`config.mk`:
```
export PLATFORM = sky130hd
export DESIGN_NAME = regfile_param
export DESIGN_NICKNAME = d
export VERILOG_FILES = /design/src/rtl/regfile_param.sv
export SDC_FILE = /design/constraint.sdc
export NUM_CORES = 1
export LEC_CHECK = 0
export CORE_MARGIN = 2
export CORE_UTILIZATION = 43
export CTS_CLUSTER_SIZE = 10
export DETAILED_ROUTE_END_ITERATION = 8
export SLEW_MARGIN = 30
export SYNTH_ARGS = -nofsm -noshare
export SYNTH_HDL_FRONTEND = slang
export SYNTH_SLANG_ARGS = --single-unit
```
`constraint.sdc`:
```
create_clock -name clk -period 10.71 [get_ports clk]
set_clock_uncertainty 0.1 [all_clocks]
set_input_delay 2.142 -clock clk [delete_from_list [all_inputs] [get_ports clk]]
set_output_delay 2.142 -clock clk [all_outputs]
set_load 0.02 [all_outputs]
```
`src/rtl/regfile_param.sv`:
```
// regfile_param
//   Parametrised register file with two combinational read ports and one
//   write port. Contents are zeroed by a sequenced clear engine that runs
//   after reset and on a flush request; busy is high while it runs.
//
// Ports
//   clk    in   1     rising-edge clock
//   reset  in   1     synchronous, active-high reset
//   we3    in   1     write enable
//   a1     in   AW    read address, port 1
//   a2     in   AW    read address, port 2
//   a3     in   AW    write address
//   wd3    in   XLEN  write data
//   flush  in   1     request a clear of all registers
//   rd1    out  XLEN  read data, port 1 (combinational)
//   rd2    out  XLEN  read data, port 2 (combinational)
//   busy   out  1     high while the clear engine is running

module regfile_param #(
   parameter int unsigned XLEN     = 32,
   parameter int unsigned NREGS    = 32,
   parameter bit          ZERO_REG = 1'b1,
   parameter bit          BYPASS   = 1'b1,
   localparam int unsigned AW      = $clog2(NREGS)
) (
   input  logic            clk,
   input  logic            reset,
   input  logic            we3,
   input  logic [AW-1:0]   a1,
   input  logic [AW-1:0]   a2,
   input  logic [AW-1:0]   a3,
   input  logic [XLEN-1:0] wd3,
   input  logic            flush,
   output logic [XLEN-1:0] rd1,
   output logic [XLEN-1:0] rd2,
   output logic            busy
);

   typedef enum logic {
      CLEAR,
      READY
   } state_e;

   localparam logic [AW-1:0] LAST_IDX = AW'(NREGS - 1);

   state_e           state_q, state_d;
   logic [AW-1:0]    clr_ptr_q, clr_ptr_d;
   logic [XLEN-1:0]  rf_q [NREGS];

   // Single write request into the array, shared by the clear sweep and
   // the writeback port.
   logic             rf_we_d;
   logic [AW-1:0]    rf_addr_d;
   logic [XLEN-1:0]  rf_data_d;

   // ---------------------------------------------------------------
   // Next-state, clear sweep and write arbitration
   // ---------------------------------------------------------------
   always_comb begin
      state_d   = state_q;
      clr_ptr_d = clr_ptr_q;
      rf_we_d   = 1'b0;
      rf_addr_d = '0;
      rf_data_d = '0;

      unique case (state_q)
         CLEAR: begin
            // One entry per cycle; flush and we3 are ignored here.
            rf_we_d   = 1'b1;
            rf_addr_d = clr_ptr_q;
            rf_data_d = '0;
            clr_ptr_d = clr_ptr_q + 1'b1;
            if (clr_ptr_q == LAST_IDX) begin
               state_d   = READY;
               clr_ptr_d = '0;
            end
         end
         READY: begin
            if (flush) begin
               // Flush takes priority over a coincident write.
               state_d   = CLEAR;
               clr_ptr_d = '0;
            end else if (we3 && !(ZERO_REG && (a3 == '0))) begin
               rf_we_d   = 1'b1;
               rf_addr_d = a3;
               rf_data_d = wd3;
            end
         end
         default: begin
            state_d   = CLEAR;
            clr_ptr_d = '0;
         end
      endcase
   end

   always_ff @(posedge clk) begin
      if (reset) begin
         state_q   <= CLEAR;
         clr_ptr_q <= '0;
      end else begin
         state_q   <= state_d;
         clr_ptr_q <= clr_ptr_d;
      end
   end

   always_ff @(posedge clk) begin
      if (reset) begin
         rf_q[0] <= '0;
      end else if (rf_we_d) begin
         rf_q[rf_addr_d] <= rf_data_d;
      end
   end

   // ---------------------------------------------------------------
   // Read ports: zero while clearing, zero register, then bypass, then array
   // ---------------------------------------------------------------
   always_comb begin
      rd1 = '0;
      rd2 = '0;
      if (state_q == READY) begin
         if (ZERO_REG && (a1 == '0)) begin
            rd1 = '0;
         end else if (BYPASS && we3 && !flush && (a3 == a1)) begin
            rd1 = wd3;
         end else begin
            rd1 = rf_q[a1];
         end

         if (ZERO_REG && (a2 == '0)) begin
            rd2 = '0;
         end else if (BYPASS && we3 && !flush && (a3 == a2)) begin
            rd2 = wd3;
         end else begin
            rd2 = rf_q[a2];
         end
      end
   end

   assign busy = (state_q == CLEAR);

endmodule

```
Word level (Yosys, flattened, before mapping)
Memories as Yosys holds them, arrays and structs flattened.
Cells that the tools add are included.
{ "op_classes": {"n_reduce_logical": 10, "bitwise_logic": 1, "mux": 29, "add_sub_neg": 1, "n_eq_ne": 4} }
{ "ops": {"columns": ["operator", "count"], "rows": [
  ["two-way mux 32 bit", 9],
  ["case mux 32 bit (2 select lines)", 1],
  ["OR reduction 32 bit", 1],
  ["two-way mux 5 bit", 5],
  ["case mux 5 bit (2 select lines)", 2],
  ["logical NOT 5 bit", 3],
  ["equality test 5 bit", 2],
  ["two-way mux 1 bit", 10],
  ["adder 5 x 1 -> 5 bit (second input constant)", 1],
  ["equality test 5 bit (second input constant)", 1],
  ["logical AND 1 bit", 4],
  ["case mux 1 bit (2 select lines)", 2],
  ["logical NOT 1 bit", 2],
  ["inequality test 2 bit (second input constant)", 1],
  ["NOT 1 bit", 1]
]} }
{ "totals": {"mem_count": 1, "reg_bits": 6, "in_bits": 51, "ramBits": 1024} }
{ "mem_list": {"columns": ["memory", "depth", "width", "rd", "rd_clocked_by_memory_dff", "write_ports", "line", "text"], "rows": [
  ["rf_q", 32, 32, 2, 0, 1, "48", "logic [XLEN-1:0] rf_q [NREGS];"]
]} }

Logic depth before layout (Yosys ltp)
{ "logic_depth": {"depth_word": 11, "mapped_depth": 11, "depth_no_buf": 6} }

Worst setup path after synthesis
No wires, ideal clock.
{ "synth_timing": {"path_kind": "input to output", "startpoint": "input a2[0]", "endpoint": "output rd2[15]", "required_ns": 8.468, "t_arrival_ns": 3.844, "cell_stages": 9, "setup_slack_ns": 4.624, "cell_sequence": "buf_6 -> buf_12 -> buf_6 -> xor2_1 -> nor4_2 -> nand3_2 -> clkbuf_1 -> o221a_1 -> a21oi_1"} }
{ "synth_via": {"elab_chain_len": 5, "elab_cells_between_ends": 7} }
{ "synth_lines": {"columns": ["element", "line", "text"], "rows": [
  ["start, declared", "30", "input logic [AW-1:0] a2,"],
  ["branches (longest 3 deep; another with memory (32 x 32 bit))", null, null],
  ["two-way mux 32 bit *", "129", "if (ZERO_REG && (a2 == '0)) begin"],
  ["two-way mux 32 bit *", "120", "if (state_q == READY) begin"],
  ["end, declared", "35", "output logic [XLEN-1:0] rd2,"]
]} }
Mark *: on every way between the ends.

Worst setup path in the final report
{ "layout_timing": {"startpoint": "input a1[2]", "endpoint": "output rd1[12]"} }
{ "layout_via": {"elab_chain_len": 5, "elab_cells_between_ends": 7} }
{ "layout_lines": {"columns": ["element", "line", "text"], "rows": [
  ["start, declared", "29", "input logic [AW-1:0] a1,"],
  ["branches (longest 3 deep; another with memory (32 x 32 bit))", null, null],
  ["two-way mux 32 bit *", "121", "if (ZERO_REG && (a1 == '0)) begin"],
  ["two-way mux 32 bit *", "120", null],
  ["end, declared", "34", "output logic [XLEN-1:0] rd1,"]
]} }
Marks and branches as above.

==> results.md <==
| Metric | This run | Unit |
|---|---|---|
| Status | finished clean | - |
| Timing-limited maximum frequency | 119.1 | MHz |
| Final setup violation count | 0 | - |
| Area of the placeable core | 114200 | µm² |
| Top cells by area, synth | sky130_fd_sc_hd__edfxtp_1 62%, sky130_fd_sc_hd__mux4_2 15%, sky130_fd_sc_hd__mux2i_1 8.9%, sky130_fd_sc_hd__o221ai_1 1.4%, sky130_fd_sc_hd__mux2_2 1.3% | - |
| Number of buffers created by CTS | 115 | - |
| Syn avg cell area | 17.22 | µm² |
| Effective utilization at floorplan | 43.33 | % |
| Worst reg-to-reg setup slack | 6.33 | ns |
| Transition time of the tightest slew-check pin | 0.9592 | ns |
| Post-synthesis cell type with the largest combined area | sky130_fd_sc_hd__edfxtp_1 | - |
| Maximum ir drop on the vdd rail | 0.0001308 | V |
| Post-route standard cell area excluding fillers | 55450 | µm² |
| Final HPWL from detailed placement | 95.71 | mm |
| Nature of the critical path endpoint | output pin | - |
| Number of nets in the synthesized netlist | 2927 | - |
| Clock edge transition at the registers on the reported setup and hold paths | 0.06 | ns |
| Final max-slew violation count | 0 | - |
| Final worst path period need | 8.399 | ns |
| IO Pins | 116 | - |
| Post-synth top cells | 1024 x sky130_fd_sc_hd__edfxtp_1, 441 x sky130_fd_sc_hd__mux2i_1, 320 x sky130_fd_sc_hd__mux4_2 | - |
| Vias per cell | 6.898 | - |
| Synth async-reset ratio | 0 | % |
| Number of instances resized during post-cts repair | 0 | - |
| Sequential fraction of the synthesis area | 62.39 | % |
| Final period util | 78.42 | % |
| Sink count of the clock tree | 1030 | - |
| Data arrival time at the worst-slack endpoint | 6.16 | ns |
| Required time of the critical path | 8.47 | ns |
| Clock latency at the later pin of the worst-skew pair | 0.68 | ns |
| Path type of the worst min-delay path | reg2reg | - |
| RSZ-0062 raised after global routing | false | - |
| Cell area power density | 153.0 | nW/µm² |
| Total of flip-flops plus latches after synthesis | 1030 | - |
| Worst r2r dst | rf_q[18][21]$_DFFE_PP_ | - |
| Y dimension of the die | 343.2 | µm |
| Drt initial violations | 3828 | - |
| Max_slew headroom | 34.40 | % |
| Sum of internal, switching and leakage power | 8.485 | mW |
| Layout cell share with drive strength beyond 1 | 23.22 | % |
| X dimension of the die | 343.2 | µm |
| Overflow left after global routing | 0 | - |
| Final cell utilization of the core | 48.56 | % |
| Number of buffers added for setup after CTS | 0 | - |
| Total number of nets in the final design | 3009 | - |
| Final worst slack | 2.311 | ns |
| Number of antenna violations at the first check in global routing | 4 | - |
| Count of hold-fix buffers inserted at cts | 0 | - |
| Ys flop type | sky130_fd_sc_hd__edfxtp_1 | - |
| CTS tree | done | - |
| Setup total negative slack | 0 | ns |
| Final routed wirelength across all metal layers | 163.0 | mm |
| Post-detailed-route wirelength per cell | 36.30 | µm |
| FP Rows | 124 | - |
| Cell area reported after detailed placement | 52290 | µm² |
| Gate count after technology mapping | 2874 | - |
| Yosys warnings | 0 | - |
| Worst Path Max Fanout | 49 | - |
| Layout area overhead | 12.08 | % |
| Maximum clock path buffer count | 3 | - |
| Synthesized cell area | 49480 | µm² |
| Number of levels in the clock H-tree | 3 | - |
| Via count of the first global-routing pass | 31320 | - |
| First-pass GRT wire length | 230.4 | mm |
| Maximum number of pins on one net before global-route repair | 101 | - |
| Proportion of netlist area held by the largest area contributor | 62.15 | % |
| Max cap viols | 0 | - |
| Die footprint | 117800 | µm² |
| Lkg Pwr | 16.45 | nW |
| Routed vias | 30970 | - |
| CTS root buffer | sky130_fd_sc_hd__clkbuf_16 | - |
| Routability Congestion | 0.8344 | - |
| GRT Resource Usage Total | 27.52 | % |
| Worst r2r src | state_q$_SDFF_PP0_ | - |
| Number of cell instances on the worst register-to-register path | 6 | - |
| Number of input and output port buffers inserted | 115 | - |
| Number of enable-type register cells in the synthesized netlist | 1024 | - |
| Detailed-route DRC error count | 0 | - |
| Kind of start point of the critical path | input port | - |
| Number of distinct library cell variants in the gate-level netlist after synthesis | 54 | - |
| CP startpoint | a1[2] | - |
| Capturing element of the worst setup path | rd1[12] | - |
| Number of hold violations in the final report | 0 | - |
| Number of nets still failing antenna checks after routing | 0 | - |
| Most common cell in the synthesized netlist | sky130_fd_sc_hd__edfxtp_1 | - |
| First-pass detailed-route iteration total | 6 | - |
| Kind of critical path | in2out | - |
| Worst slack at placement | 2.285 | ns |
-- metrics by stage --
step           std cells  hold WS (ns)
2_1_floorplan       2874        0.3673
3_3_place_gp        4346        0.3911
3_5_place_dp        4348        0.4101
4_1_cts             4485        0.4245
5_1_grt             4488        0.4521
6_report            4489        0.4245
-- sequential cells by signal, indices dropped and copies added, names as in the netlist --
register / count
state_q: 1
rf_q: 1024
clr_ptr_q: 5
-- metal layers --
metal	up-vias	global-route usage (%)	wire [µm]	share of wire, %
met4	0	12.55	8247	5.1
met1	16420	37.36	62570	38
met5	-	0	0	0
met2	1980	42.83	75290	46
met3	363	5.696	16850	10
li1	12210	-	-	-
-- critical path, stage by stage --
cell and delay [ns]:
sky130_fd_sc_hd__buf_6 0.53, sky130_fd_sc_hd__buf_4 0.60, sky130_fd_sc_hd__or3_1 0.59, sky130_fd_sc_hd__nor3_1 0.16, sky130_fd_sc_hd__nor2_4 0.57, sky130_fd_sc_hd__buf_8 0.26, sky130_fd_sc_hd__o21ai_0 0.13, sky130_fd_sc_hd__a41oi_1 0.35
sky130_fd_sc_hd__clkdlybuf4s50_1 0.69
-- cells by family (layout without fill, tap and decap cells) --
family | count (synthesis) | in the layout | synth area share (%)
buffers and inverters | 249 | 351 | 2.759
muxes | 817 | 817 | 24.76
DFF | 1030 | 1030 | 62.39
and+or+nand+nor | 287 | 287 | 2.939
adders and majority gates | 2 | 2 | 0.05057
AOI/OAI and AO/OA | 479 | 479 | 6.919
other | 0 | 1 | 0
xor gates and xnor gates | 10 | 10 | 0.1770
-- cells in the final DEF (no fill, tap or decap), types with 4 or more instances in the layout --
cell type                         instances
sky130_fd_sc_hd__o22ai_1                 89
sky130_fd_sc_hd__a211oi_1                10
sky130_fd_sc_hd__nor3_2                  10
sky130_fd_sc_hd__nor3_1                   5
sky130_fd_sc_hd__xor2_1                   8
sky130_fd_sc_hd__nor3b_1                  9
sky130_fd_sc_hd__nand3_1                 29
sky130_fd_sc_hd__o2111ai_1               10
sky130_fd_sc_hd__inv_1                    4
sky130_fd_sc_hd__a41oi_1                 32
sky130_fd_sc_hd__buf_4                   84
sky130_fd_sc_hd__clkbuf_1                 8
sky130_fd_sc_hd__a31oi_1                 12
sky130_fd_sc_hd__nand2_1                 94
sky130_fd_sc_hd__o211a_1                 10
sky130_fd_sc_hd__clkinv_1                 6
sky130_fd_sc_hd__o31ai_1                  6
sky130_fd_sc_hd__and2_2                  32
sky130_fd_sc_hd__buf_6                    5
sky130_fd_sc_hd__edfxtp_1              1024
sky130_fd_sc_hd__a22oi_1                 52
sky130_fd_sc_hd__nor2_4                  26
sky130_fd_sc_hd__nor2_1                   4
sky130_fd_sc_hd__a21oi_1                 39
sky130_fd_sc_hd__dfxtp_1                  6
sky130_fd_sc_hd__a211o_1                 15
sky130_fd_sc_hd__nor2b_1                 51
sky130_fd_sc_hd__clkbuf_16              117
sky130_fd_sc_hd__mux2_2                  56
sky130_fd_sc_hd__mux4_2                 320
sky130_fd_sc_hd__o221a_1                 22
sky130_fd_sc_hd__buf_12                   7
sky130_fd_sc_hd__mux2i_1                441
sky130_fd_sc_hd__clkdlybuf4s50_1        105
sky130_fd_sc_hd__o221ai_1                77
sky130_fd_sc_hd__o21ai_0                 94
-- layout make-up --
cell class / instances / area, µm²
flip-flops and latches: 1030 / 30870
fillers: 9550 / 58740
multi-input cells: 1595 / 17600
diodes: 1 / 2.502
inverters: 5 / 18.77
clock inverters: 12 / 122.6
well taps: 1512 / 1892
clock buffers: 125 / 2958
repair buffers: 209 / 1993
-- worst min path at each step --
stage / from / to / slack, ns / cells past startpoint
finish: clr_ptr_q[4]$_SDFFE_PP0P_ / clr_ptr_q[4]$_SDFFE_PP0P_ / 0.42 / 2
CTS: clr_ptr_q[4]$_SDFFE_PP0P_ / clr_ptr_q[4]$_SDFFE_PP0P_ / 0.42 / 2
detailed placement: clr_ptr_q[4]$_SDFFE_PP0P_ / clr_ptr_q[4]$_SDFFE_PP0P_ / 0.41 / 2
global route: clr_ptr_q[4]$_SDFFE_PP0P_ / clr_ptr_q[4]$_SDFFE_PP0P_ / 0.45 / 2
global placement: clr_ptr_q[3]$_SDFFE_PP0P_ / clr_ptr_q[3]$_SDFFE_PP0P_ / 0.39 / 2
floorplan: clr_ptr_q[3]$_SDFFE_PP0P_ / clr_ptr_q[3]$_SDFFE_PP0P_ / 0.37 / 2
-- report_power, final --
group | switching, mW | internal [mW]
Clock | 1.51 | 1.94
Combinational | 0.393 | 0.221
Sequential | 0.0149 | 4.40
Total | 1.92 | 6.57
Note: power is estimated with default switching activity, not from simulation.
